--- src/rtl/mseq_code_scheduler.sv ---
// rtl/mseq_code_scheduler.sv - round-robin scheduler sharing one M-sequence generator among requesters
// Grants one code phase per request, forwards the owner's chips and guards each phase with watchdogs.
module mseq_code_scheduler #(
   parameter int NUM_REQ   = 4,
   parameter int N         = 63,
   parameter int LENGTH    = $clog2(N),
   parameter int HOLD      = 3,
   parameter int START_TMO = 8,
   parameter int RUN_TMO   = N*HOLD+16
) (
   input  logic                        clkin,
   input  logic                        rstn,
   input  logic [NUM_REQ-1:0]          req_i,
   input  logic [NUM_REQ*LENGTH-1:0]   req_code_i,
   output logic [NUM_REQ-1:0]          grant_o,
   output logic [NUM_REQ-1:0]          done_o,
   output logic                        gen_valid_o,
   output logic [LENGTH-1:0]           gen_code_o,
   input  logic                        gen_ready_i,
   input  logic                        gen_strobe_i,
   input  logic                        gen_out_i,
   output logic                        chip_o,
   output logic                        chip_valid_o,
   output logic [$clog2(NUM_REQ)-1:0]  chip_owner_o,
   output logic                        busy_o,
   output logic                        tmo_err_o,
   input  logic                        err_clr_i
);
   localparam int OW = $clog2(NUM_REQ);
   localparam int WW = $clog2(RUN_TMO + START_TMO + 1);

   typedef enum logic [2:0] {S_IDLE, S_ISSUE, S_WAIT_START, S_RUN, S_DONE} state_t;

   state_t              state_q;
   logic [NUM_REQ-1:0]  grant_q;
   logic [NUM_REQ-1:0]  done_q;
   logic                gen_valid_q;
   logic [LENGTH-1:0]   gen_code_q;
   logic                chip_q;
   logic                chip_valid_q;
   logic [OW-1:0]       owner_q;
   logic [OW-1:0]       rr_q;
   logic                busy_q;
   logic                tmo_err_q;
   logic [WW-1:0]       wdog_q;
   logic [OW-1:0]       win_idx;

   // First active request at or after the pointer, wrapping around.
   function automatic logic [OW-1:0] rr_pick(input logic [NUM_REQ-1:0] req, input logic [OW-1:0] ptr);
      logic [OW-1:0] pick;
      logic          found;
      int            j;
      pick  = '0;
      found = 1'b0;
      for (int i = 0; i < NUM_REQ; i++) begin
         j = int'(ptr) + i;
         if (j >= NUM_REQ) j = j - NUM_REQ;
         if (!found && req[j]) begin
            found = 1'b1;
            pick  = OW'(j);
         end
      end
      return pick;
   endfunction

   assign win_idx = rr_pick(req_i, rr_q);

   always_ff @(posedge clkin) begin
      if (!rstn) begin
         state_q      <= S_IDLE;
         grant_q      <= '0;
         done_q       <= '0;
         gen_valid_q  <= 1'b0;
         gen_code_q   <= '0;
         chip_q       <= 1'b0;
         chip_valid_q <= 1'b0;
         owner_q      <= '0;
         rr_q         <= '0;
         busy_q       <= 1'b0;
         tmo_err_q    <= 1'b0;
         wdog_q       <= '0;
      end else begin
         done_q <= '0;
         // A timeout assigned later in this block overrides the clear.
         if (err_clr_i) tmo_err_q <= 1'b0;
         case (state_q)
            S_IDLE: begin
               if (|req_i && gen_ready_i) begin
                  owner_q     <= win_idx;
                  grant_q     <= NUM_REQ'(1) << win_idx;
                  gen_code_q  <= req_code_i[win_idx*LENGTH +: LENGTH];
                  gen_valid_q <= 1'b1;
                  busy_q      <= 1'b1;
                  state_q     <= S_ISSUE;
               end
            end
            S_ISSUE: begin
               gen_valid_q <= 1'b0;
               wdog_q      <= '0;
               state_q     <= S_WAIT_START;
            end
            S_WAIT_START: begin
               if (!gen_ready_i) begin
                  wdog_q  <= '0;
                  state_q <= S_RUN;
               end else if (wdog_q == WW'(START_TMO-1)) begin
                  tmo_err_q <= 1'b1;
                  state_q   <= S_DONE;
               end else begin
                  wdog_q <= wdog_q + 1'b1;
               end
            end
            S_RUN: begin
               chip_q       <= gen_out_i;
               chip_valid_q <= gen_strobe_i;
               if (gen_ready_i) begin
                  state_q <= S_DONE;
               end else if (wdog_q == WW'(RUN_TMO-1)) begin
                  tmo_err_q <= 1'b1;
                  state_q   <= S_DONE;
               end else begin
                  wdog_q <= wdog_q + 1'b1;
               end
            end
            S_DONE: begin
               done_q       <= grant_q;
               grant_q      <= '0;
               chip_valid_q <= 1'b0;
               rr_q         <= (owner_q == OW'(NUM_REQ-1)) ? '0 : owner_q + 1'b1;
               busy_q       <= 1'b0;
               state_q      <= S_IDLE;
            end
            default: state_q <= S_IDLE;
         endcase
      end
   end

   assign grant_o      = grant_q;
   assign done_o       = done_q;
   assign gen_valid_o  = gen_valid_q;
   assign gen_code_o   = gen_code_q;
   assign chip_o       = chip_q;
   assign chip_valid_o = chip_valid_q;
   assign chip_owner_o = owner_q;
   assign busy_o       = busy_q;
   assign tmo_err_o    = tmo_err_q;
endmodule

--- config.mk ---
export PLATFORM = sky130hd
export DESIGN_NAME = mseq_code_scheduler
export DESIGN_NICKNAME = d
export VERILOG_FILES = /design/src/rtl/mseq_code_scheduler.sv
export SDC_FILE = /design/constraint.sdc
export NUM_CORES = 1
export LEC_CHECK = 0
export ABC_AREA = 1
export CAP_MARGIN = 25
export CORE_ASPECT_RATIO = 1.1
export CORE_MARGIN = 8
export CORE_UTILIZATION = 52
export CTS_CLUSTER_SIZE = 30
export DETAILED_ROUTE_END_ITERATION = 8
export PLACE_DENSITY = 0.86
export SETUP_SLACK_MARGIN = 0.15
export SYNTH_ARGS = -nofsm -noshare
export SYNTH_HDL_FRONTEND = slang
export SYNTH_SLANG_ARGS = --single-unit
--- constraint.sdc ---
create_clock -name clkin -period 5.4 [get_ports clkin]
set_clock_uncertainty 0.2 [all_clocks]
set_input_delay 0.81 -clock clkin [delete_from_list [all_inputs] [get_ports clkin]]
set_output_delay 0.81 -clock clkin [all_outputs]
set_load 0.01 [all_outputs]
* After elaboration in Yosys (flattened, before gate mapping) *
Cells that the tools add are included.

word-level totals
  logic and storage cells = 111
  bits in registers = 34

cells by class
  equality and inequality tests = 13
  order comparisons = 8
  reductions and logical operators = 19
  add/sub/neg operators = 9
  shift operators = 2
  multipliers = 1
  multiplexer cells = 47

operator list
  kind                                                                            count
  32-bit by 4-bit less-than comparator with 1-bit output (second input constant)  4
  32-bit two-way mux                                                              4
  8-bit two-way mux                                                               4
  8-bit one-hot mux with 3 select lines                                           1
  24-bit by 6-bit indexed part select with 6-bit output                           1
  1-bit two-way mux                                                               17
  3-bit two-way mux                                                               5
  3-bit one-hot mux with 4 select lines                                           1
  3-bit by 3-bit subtractor with 4-bit output (second input constant)             3
  2-bit two-way mux                                                               5
  3-bit greater-or-equal comparator (second input constant)                       3
  3-bit inequality test (second input constant)                                   3
  8-bit by 1-bit adder with 8-bit output (second input constant)                  1
  1-bit binary-select mux with 2-bit select                                       4
  8-bit by 3-bit == test with 1-bit output (second input constant)                1
  8-bit == test (second input constant)                                           1
  1-bit one-hot mux with 2 select lines                                           4
  4-bit one-hot mux with 2 select lines                                           1
  2-bit AND reduction                                                             4
  2-bit by 2-bit adder with 3-bit output (second input constant)                  2
  3-bit by 2-bit == test with 1-bit output (second input constant)                2
  2-bit inequality test (second input constant)                                   3
  2-bit nonzero test                                                              3
  1-bit logical AND                                                               4
  16 further kinds                                                                18

* Longest topological paths before layout *
Gate-level depths: netlist of run 1.

  depth after elaboration = 18
  depth in mapped cells = 16
  gate-level depth less buffers = 14

* Worst setup path after synthesis of run 1 *
No wires, ideal clock.

  path type = input-to-reg
  start point = input port req_i[1]
  end point = register gen_code_q[2], in the netlist gen_code_o[2]
  arrival time = 1885 ps
  data required time = 5083 ps
  cell stages on the path = 13
  setup slack = 3198 ps
  cells stage by stage = inv_1 -> nand2_1 -> nand3_2 -> nand2_2 -> nor2_4 -> nand2_1 -> nor2_2 -> nor2_4 -> buf_6 -> nand3_1 -> nand2_1 -> nor2_1 -> nor2_1

on the way
  word-level cells in the longest chain between the ends = 15
  elaborated cells between the ends (all ways) = 30

ends and longest elaborated chain
  item                                                   line  text
  start: declaration                                     13    input logic [NUM_REQ-1:0] req_i,
  1-bit binary-select mux with 2-bit select              58    if (!found && req[j]) begin
  1-bit two-way mux (not written as such) (2 in a row)   58
  1-bit two-way mux                                      58
  1-bit zero test                                        58
  1-bit logical AND                                      58
  1-bit two-way mux                                      58
  1-bit zero test                                        58
  1-bit logical AND                                      58
  1-bit two-way mux                                      58
  1-bit zero test                                        58
  1-bit logical AND                                      58
  2-bit two-way mux                                      58
  2-bit by 2-bit multiplier with 4-bit output            91    gen_code_q <= req_code_i[win_idx*LENGTH +: LENGTH];
  24-bit by 6-bit indexed part select with 6-bit output  91
  end signal: assignment                                 91
  end: declaration                                       38    logic [LENGTH-1:0] gen_code_q;

Several ways; a longest one is shown, not always the timed one. The select of a mux whose other input is x is not followed.
A chain may end at the register's enable or synchronous reset.

* Worst setup path in the final report of run 1 *
  start point = input port req_i[1]
  end point = register gen_code_q[5], in the netlist gen_code_o[5]

Same word-level chain as after synthesis.

==> flow_summary.yaml, run 1 <==
outcome:
  status: "completed"
yosys:
  synth_top_area_cell: "dfxtp_1"
  yosys.area_share.adder: 0.01902
  synth_top_flop_cell: "dfxtp_1"
  synth_top_area_share: 0.3450
  synth_compound_area_frac: 0.1091
  synth_xor_area_frac: 0.004439
  async_reset_ff_frac: 0
  synth_top_family_by_area: "simple AND/OR/NAND/NOR gates"
  ys_ff_latch: 34
  ys_seq_area_frac: 0.3450
  synth_area_leaders: "dfxtp_1 34%, nand2_1 14%, nand3_1 11%, nor2_1 7.4%, inv_1 6.7%"
  synth_warnings: 0
  syn_inst: 299
  synthTopCellsByCount: "73 x nand2_1, 45 x nand3_1, 39 x nor2_1"
  yosysMostFrequentCell: "nand2_1"
  yosys.area_share.simple: 0.4153
  synthesis.area_sq_mm: 0.001973
  syn_area_per_cell_sq_um: 6.599
  synthMuxAreaShare: 0
  synth_enable_flop_cells: 0
  synth_cell_type_count: 31
  syn-num-nets: 336
critical_path:
  crit_arrival_ns: 2.63
  max_stage_delay_ns: 0.49
  path_max_fanout: 14
  crit_path_cell_trace: "clkdlybuf4s50_1 -> inv_1 -> nand2_1 -> nand3_2 -> nand2_2 -> inv_1 -> nand2_1 -> nand2_1 -> nand2_1 -> nand3_2 -> nand3_1 -> nand2_1 -> nor2_1 -> nor2_1"
  rr_worst_depth: 13
  path_class: "in2reg"
  worstSetupStartpointType: "input pin"
  cp_common_cell: "nand2_1"
  cp_slowest_cell: "clkdlybuf4s50_1"
  end_kind: "flip-flop"
  required_ns: 5.39
floorplanning:
  core_sq_mm: 0.003655
  die_w_um: 74.73
  rows: 23
  io_pins: 55
  dieHeight_um: 80.61
  initial_core_util: 0.5399
  die_area_sq_mm: 0.006024
timing:
  rsz0062_at_grt: "false"
  fmax_mhz: 379.1
  fin_crit_ns: 2.638
  worstMarginPinSlew_ns: 0.6070
  slew_headroom: 0.5941
  period_share: 0.4885
  hold_viol: 0
  setup_violations: 0
  slew_violations: 0
  fin_setup_tns_ns: 0
  setup_slack_ns: 2.762
power_and_ir_drop:
  p_leak_nw: 1.146
  p_per_area_mw_per_mm2: 301.2
  power_uw: 782.7
  p_sw_frac: 0.3607
  power_frac_seq: 0.387
  combPwrFrac: 0.356
  ir_drop_uv: 188.9
  p_switching_uw: 282.3
  p_int_uw: 500.4
  clock_power_share: 0.257
global_routing:
  grt_max_degree: 18
  grt_pass1_wl_um: 8307
  grtUsageTotal: 0.1745
  antenna_found_initial: 0
  grt-ovfl-total: 0
  grt_pass1_vias: 1946
drt:
  route.detailed.drc: 0
  drt_iter0_markers: 174
  antenna_left: 0
  wl_per_cell_um: 12.66
  route.detailed.vias_per_inst: 5.209
  vias: 2094
  dr.pass1.iters: 4
  wirelength_um: 5091
clocking:
  cts_hold_buf: 0
  cts_made_buffers: 5
  cts_resized: 0
  htree_levels: 2
  cts_max_path_buffers: 2
  cts_setup_buffers: 0
  cts_tree: "built"
  clk_latency_ns: 0.30
  cts_root_buffer: "clkbuf_8"
  clkSinkCount: 34
  clk_pin_slew_ns: 0.08
finish:
  areaGrowthSynthToFinish_pct: 31.71
  drive_gt1_frac: 0.06818
  design_area_sq_mm: 0.002599
  nets: 388
  fin_cells: 402
  diodes: 0
place:
  placed_area_sq_mm: 0.002504
  dp_cells: 394
  post-dp-hpwl_um: 3820
  gp_congestion: 0.8675
  port_buffers: 54
  preCtsSetupSlack_ns: 2.452
run:
  max_cap_violations: 0
hold_path:
  holdPathStages: 2
  worstHoldPathType: "reg2reg"
## worst max-delay path: cells and delay by family
family                 cells  cell delay [ns]
buffers and inverters      3             0.64
and+or+nand+nor           11             1.19
## layer usage
layer / up-vias / track usage / wire length (um)
met2: 62 / 0.3002 / 2387
met3: 7 / 0.04359 / 382
li1: 1073 / - / -
met5: - / 0 / 0
met4: 0 / 0.07059 / 68
met1: 952 / 0.1984 / 2252
## metrics by stage
step / util / hold slack, ns
2_1_floorplan: - / 0.2742
3_3_place_gp: 0.6850 / 0.2393
3_5_place_dp: 0.6850 / 0.2495
4_1_cts: 0.7111 / 0.2601
5_1_grt: 0.7111 / 0.2812
6_report: 0.7111 / 0.2541
## layout by cell type (no fill, tap or decap), types with 2 or more instances in the layout
master | netlist | layout
ha_1 | 3 | 3
clkdlybuf4s50_1 | 0 | 54
a21oi_1 | 4 | 4
inv_2 | 2 | 2
nand2_2 | 7 | 7
clkbuf_8 | 0 | 6
o211ai_1 | 3 | 3
nand4_1 | 3 | 3
o21ai_0 | 15 | 15
nand3_1 | 45 | 45
o31ai_1 | 2 | 2
dfxtp_1 | 34 | 34
o22ai_1 | 4 | 4
nor3_1 | 3 | 3
inv_1 | 35 | 35
nor2_4 | 2 | 2
nand2_1 | 73 | 73
nor2_1 | 39 | 39
nor3b_1 | 4 | 4
nand3_2 | 3 | 3
## worst paths after layout
path / slack [ns] / end / start
min reg2reg: 0.25 / busy_o / busy_o
max: 2.76 / gen_code_o[5] / req_i[1]
min: 0.25 / busy_o / busy_o
max reg2reg: 2.91 / gen_code_o[0] / rr_q[0]
## kinds of logic after synthesis
group	after synthesis
flip-flops	34
XOR/XNOR	1
AO/OA/AOI/OAI	34
adder cells (fa/ha/maj)	3
AND/OR/NAND/NOR	181
buffers and inverters	46
## final cells by class
cell class	count	area, sq um
sequential	34	680.7
tap	50	62.56
multi-input combinational	219	1081
clock inverter	2	12.51
clock buffer	6	82.58
fill	322	1056
inverter	37	138.9
timing repair buffer	54	540.5
## power by group through the flow
| stage | combinational (mW) | clock, mW | sequential (mW) |
|---|---|---|---|
| final | 0.279 | 0.201 | 0.303 |
| after global routing | 0.314 | 0.215 | 0.307 |
| after CTS | 0.280 | 0.202 | 0.303 |
| after detailed placement | 0.278 | 0 | 0.308 |
| after global placement | 0.272 | 0 | 0.307 |
| after floorplan | 0.175 | 0 | 0.314 |
## flip-flops by register name, indices dropped and copies added (netlist names)
register	cells
done_o	4
state_q	3
tmo_err_o	1
gen_code_o	6
busy_o	1
chip_o	1
grant_o	4
chip_valid_o	1
rr_q	2
wdog_q	8
gen_valid_o	1
chip_owner_o	2
(Power assumes the default switching activity.)
==> inputs of run 2 (changes only) <==
--- a/config.mk
+++ b/config.mk
@@ -9,10 +9,10 @@
 export CAP_MARGIN = 25
 export CORE_ASPECT_RATIO = 1.1
 export CORE_MARGIN = 8
-export CORE_UTILIZATION = 52
+export CORE_UTILIZATION = 48
 export CTS_CLUSTER_SIZE = 30
 export DETAILED_ROUTE_END_ITERATION = 8
-export PLACE_DENSITY = 0.86
+export PLACE_DENSITY = 0.8
 export SETUP_SLACK_MARGIN = 0.15
 export SYNTH_ARGS = -nofsm -noshare
 export SYNTH_HDL_FRONTEND = slang
==> constraint.sdc (replaced) <==
create_clock -name clkin -period 2.7 [get_ports clkin]
set_clock_uncertainty 0.2 [all_clocks]
set_input_delay 0.405 -clock clkin [delete_from_list [all_inputs] [get_ports clkin]]
set_output_delay 0.405 -clock clkin [all_outputs]
set_load 0.01 [all_outputs]
==> flow_summary.yaml, run 2 (same netlist as run 1, synthesis figures left out) <==
floorplanning:
  dieHeight_um: 83.25
  die_w_um: 77.13
  core_sq_mm: 0.003964
  die_area_sq_mm: 0.006421
  initial_core_util: 0.4978
  rows: 24
  io_pins: 55
clocking:
  cts_setup_buffers: 0
  cts_max_path_buffers: 2
  cts_resized: 0
  clkSinkCount: 34
  clk_latency_ns: 0.29
  cts_tree: "built"
  clk_pin_slew_ns: 0.07
  htree_levels: 2
  cts_hold_buf: 0
  cts_root_buffer: "clkbuf_8"
  cts_made_buffers: 5
drt:
  vias: 2035
  route.detailed.vias_per_inst: 5.012
  antenna_left: 0
  route.detailed.drc: 0
  wl_per_cell_um: 12.30
  wirelength_um: 4993
  drt_iter0_markers: 88
  dr.pass1.iters: 4
outcome:
  status: "completed"
finish:
  drive_gt1_frac: 0.07345
  final_common_cell: "nand2_1"
  areaGrowthSynthToFinish_pct: 33.54
  diodes: 0
  nets: 390
  top_register: "wdog_q"
  final_cell_mix: "73 x nand2_1, 54 x clkdlybuf4s50_1, 45 x nand3_1"
  fin_util: 0.6648
  largest_register_ffs: 8
hold_path:
  worstHoldPathType: "reg2reg"
  holdPathStages: 2
timing:
  setup_violations: 0
  slew_violations: 0
  worstMarginPinSlew_ns: 0.4743
  rsz0062_at_grt: "false"
  period_share: 0.8278
  fmax_mhz: 447.4
  hold_viol: 0
  fin_crit_ns: 2.235
  fin_setup_tns_ns: 0
  slew_headroom: 0.6817
global_routing:
  grtUsageTotal: 0.1574
  grt_pass1_wl_um: 8562
  grt_pass1_vias: 1926
  grt_max_degree: 18
  grt-ovfl-total: 0
  antenna_found_initial: 0
critical_path:
  path_class: "reg2reg"
  crit_arrival_ns: 2.22
  required_ns: 2.69
  end_kind: "flip-flop"
  worstSetupStartpointType: "flip-flop"
  path_max_fanout: 14
  rr_worst_depth: 12
place:
  port_buffers: 54
  post-dp-hpwl_um: 3887
  gp_congestion: 0.8804
power_and_ir_drop:
  p_leak_nw: 1.160
  ir_drop_uv: 331.8
  power_mw: 1.634
  p_per_area_mw_per_mm2: 620.2
run:
  max_cap_violations: 0
[run 2: changes by cell type in the layout (fill, tap and decap cells not counted)]
cell and delta:
bufinv_16 +1, clkinv_2 -1, clkinvlp_4 +1, clkbuf_8 -1
buf_4 +2
[run 2: cell type report]
class	instances	area [sq um]
tap	52	65.06
clock inverter	3	45.04
fill	366	1329
sequential	34	680.7
timing repair buffer	56	555.5
inverter	37	138.9
multi-input combinational	219	1081
clock buffer	5	68.82
[run 2: per-layer routing]
metal  up-vias  part of all wire  global-route usage
met4         0             0.015             0.06873
met2        48              0.49              0.2684
li1       1076                 -                   -
met5         -                 0                   0
met3         8             0.057             0.04310
met1       903              0.44              0.1775
[run 2: final timing paths]
path	from	to	slack, ns
hold reg to reg	grant_o[1]	done_o[1]	0.26
setup / recovery	rr_q[0]	gen_code_o[3]	0.46
hold / removal	grant_o[1]	done_o[1]	0.26
setup reg to reg	rr_q[0]	gen_code_o[3]	0.46
[run 2: worst max-delay path, cell delays in order (launching register included)]
cell and delay (ns):
dfxtp_1 0.48, buf_4 0.21, nand2_1 0.07, nand2_2 0.14, nand2_1 0.08, nand2_2 0.12
nor2_4 0.05, nand3_1 0.10, nand3_2 0.25, nand3_1 0.18, nand3_1 0.09, nor2_1 0.10
nor2_1 0.04
[run 2: per-stage QoR]
stage / setup slack (ns) / area (sq um) / hold slack [ns] / cells
global placement: 0.2730 / 2521 / 0.2496 / 398
floorplan: 0.7898 / 1973 / 0.2742 / 299
CTS: 0.4519 / 2635 / 0.2586 / 406
finish: 0.4649 / 2635 / 0.2574 / 406
detailed placement: 0.2136 / 2521 / 0.2467 / 398
global route: 0.2055 / 2635 / 0.2838 / 406
[run 2: power breakdown]
group          internal, mW  switching, mW  total [mW]
clock                 0.274          0.194       0.468
combinational         0.235          0.326       0.561
sequential            0.563         0.0416       0.605
==> inputs of run 3 (changes only) <==
--- a/config.mk
+++ b/config.mk
@@ -9,10 +9,10 @@
 export CAP_MARGIN = 25
 export CORE_ASPECT_RATIO = 1.1
 export CORE_MARGIN = 8
-export CORE_UTILIZATION = 48
+export CORE_UTILIZATION = 43
 export CTS_CLUSTER_SIZE = 30
 export DETAILED_ROUTE_END_ITERATION = 8
-export PLACE_DENSITY = 0.8
+export PLACE_DENSITY = 0.76
 export SETUP_SLACK_MARGIN = 0.15
 export SYNTH_ARGS = -nofsm -noshare
 export SYNTH_HDL_FRONTEND = slang
==> constraint.sdc (replaced) <==
create_clock -name clkin -period 1.8 [get_ports clkin]
set_clock_uncertainty 0.2 [all_clocks]
set_input_delay 0.27 -clock clkin [delete_from_list [all_inputs] [get_ports clkin]]
set_output_delay 0.27 -clock clkin [all_outputs]
set_load 0.01 [all_outputs]
==> flow_summary.yaml, run 3 (same netlist as run 1, synthesis figures left out) <==
global_routing:
  grtUsageTotal: 0.1719
  grt-ovfl-total: 0
  grt_max_degree: 17
  antenna_found_initial: 0
  grt_pass1_wl_um: 9673
  grt_pass1_vias: 2178
timing:
  whs_ns: 0.2580
  fmax_mhz: 502.9
  fin_crit_ns: 1.989
  worstMarginPinSlew_ns: 0.5276
  setup_slack_ns: -0.1886
  hold_viol: 0
  period_share: 1.105
  slew_headroom: 0.6456
  rsz0062_at_grt: "true"
  slew_violations: 0
  setup_violations: 17
critical_path:
  required_ns: 1.83
  end_kind: "flip-flop"
  cp_slowest_cell: "dfxtp_4"
  worstSetupStartpointType: "flip-flop"
  critPathTopFamily: "simple AND/OR/NAND/NOR gates"
  path_class: "reg2reg"
  cp_num_buf_inv: 3
  max_stage_delay_ns: 0.38
  crit_arrival_ns: 2.01
  crit_path_cell_trace: "buf_6 -> nand2_4 -> nand2_4 -> buf_6 -> a31oi_4 -> nand2_2 -> nor2_4 -> buf_12 -> nand3_2 -> nand3_2 -> nor2_2 -> nor2_1"
  path_max_fanout: 6
power_and_ir_drop:
  ir_drop_uv: 632.2
  p_leak_nw: 1.688
  p_per_area_mw_per_mm2: 879.7
run:
  max_cap_violations: 0
finish:
  top_register: "wdog_q"
  fin_cells: 450
  fin_util: 0.7665
  final_common_cell: "nand2_1"
  drive_gt1_frac: 0.3858
  final_cell_mix: "49 x nand2_1, 34 x clkdlybuf4s50_1, 29 x dfxtp_1"
  diodes: 0
  nets: 430
  areaGrowthSynthToFinish_pct: 75.65
  largest_register_ffs: 8
outcome:
  status: "complete, but fails checks"
  violations: "negative setup slack"
floorplanning:
  core_sq_mm: 0.004522
  die_w_um: 80.59
  rows: 26
  die_area_sq_mm: 0.007015
  initial_core_util: 0.4364
  io_pins: 55
  dieHeight_um: 87.05
clocking:
  clk_latency_ns: 0.29
  cts_max_path_buffers: 2
  clkSinkCount: 34
  cts_made_buffers: 5
  clk_pin_slew_ns: 0.07
  cts_root_buffer: "clkbuf_8"
  cts_tree: "built"
  htree_levels: 2
place:
  port_buffers: 54
  gp_congestion: 0.8752
  preCtsSetupSlack_ns: -0.5703
  post-dp-hpwl_um: 4301
  dp_cells: 428
drt:
  vias: 2362
  route.detailed.drc: 0
  route.detailed.vias_per_inst: 5.249
  wirelength_um: 6793
  wl_per_cell_um: 15.10
  antenna_left: 0
  dr.pass1.iters: 4
  drt_iter0_markers: 96
hold_path:
  worstHoldPathType: "reg2reg"
[run 3: changes by cell type in the layout (fill, tap and decap cells not counted), moves of 7 or more]
cell	delta
dlygate4sd2_1	+12
buf_4	+24
nand2_4	+13
nor2_2	+11
inv_2	+7
nand2_1	-24
nor2_1	-13
buf_6	+12
inv_1	-12
nand3_1	-19
nand2_2	+11
nand3_2	+14
dlymetal6s2s_1	+8
clkdlybuf4s50_1	-20
[run 3: layer usage]
layer / part of all wire / GRT usage / vias to the layer above
li1: - / - / 1165
met1: 0.39 / 0.1812 / 1103
met2: 0.53 / 0.3190 / 80
met3: 0.068 / 0.03926 / 14
met4: 0.017 / 0.05960 / 0
met5: 0 / 0 / -
[run 3: final cells by class]
type                    instances  area, sq um
clock buffers                   5        68.82
clock inverters                 3        40.04
fillers                       310         1056
inverters                      37        156.4
multi-input cells             220         1495
flip-flops and latches         34        694.4
well taps                      56        70.07
repair buffers                 95        940.9
[run 3: worst paths after layout]
path | end | slack [ns] | from | depth (start not counted)
max | gen_code_o[2] | -0.19 | rr_q[0] | 12
min | done_o[2] | 0.26 | grant_o[2] | 2
max reg2reg | gen_code_o[2] | -0.19 | rr_q[0] | 12
min reg2reg | done_o[2] | 0.26 | grant_o[2] | 2
[run 3: power by group]
part	switching [mW]	total, mW	leakage, nW	internal [mW]
sequential	0.0650	0.909	0.280	0.844
clock	0.285	0.693	0.0579	0.407
combinational	0.776	1.45	1.35	0.671
total	1.13	3.05	1.69	1.92
[run 3: timing repair]
| action | CTS | global route |
|---|---|---|
| hold buffers | 0 | 0 |
| endpoints found under the setup margin | 30 | 31 |
| gates cloned | 1 | 1 |
| pin swaps | 26 | 36 |
| gates resized for setup | 59 | 80 |
| setup buffers | 7 | 5 |
[run 3: metrics by stage]
step / area [sq um] / power [mW] / TNS [ns]
finish: 3466 / 3.049 / -1.591
global route: 3466 / 3.199 / -3.199
global placement: 2780 / 1.942 / -6.921
CTS: 3123 / 2.814 / -0.5915
detailed placement: 2780 / 1.965 / -7.769
floorplan: 2026 / 1.517 / -0.3039
[run 3: worst reg2reg max path: stages, from the launching register on]
cell and delay [ns]:
dfxtp_4 0.38, buf_6 0.14, nand2_4 0.05, nand2_4 0.06, buf_6 0.12, a31oi_4 0.21
nand2_2 0.08, nor2_4 0.22, buf_12 0.16, nand3_2 0.07, nand3_2 0.08, nor2_2 0.04
nor2_1 0.11
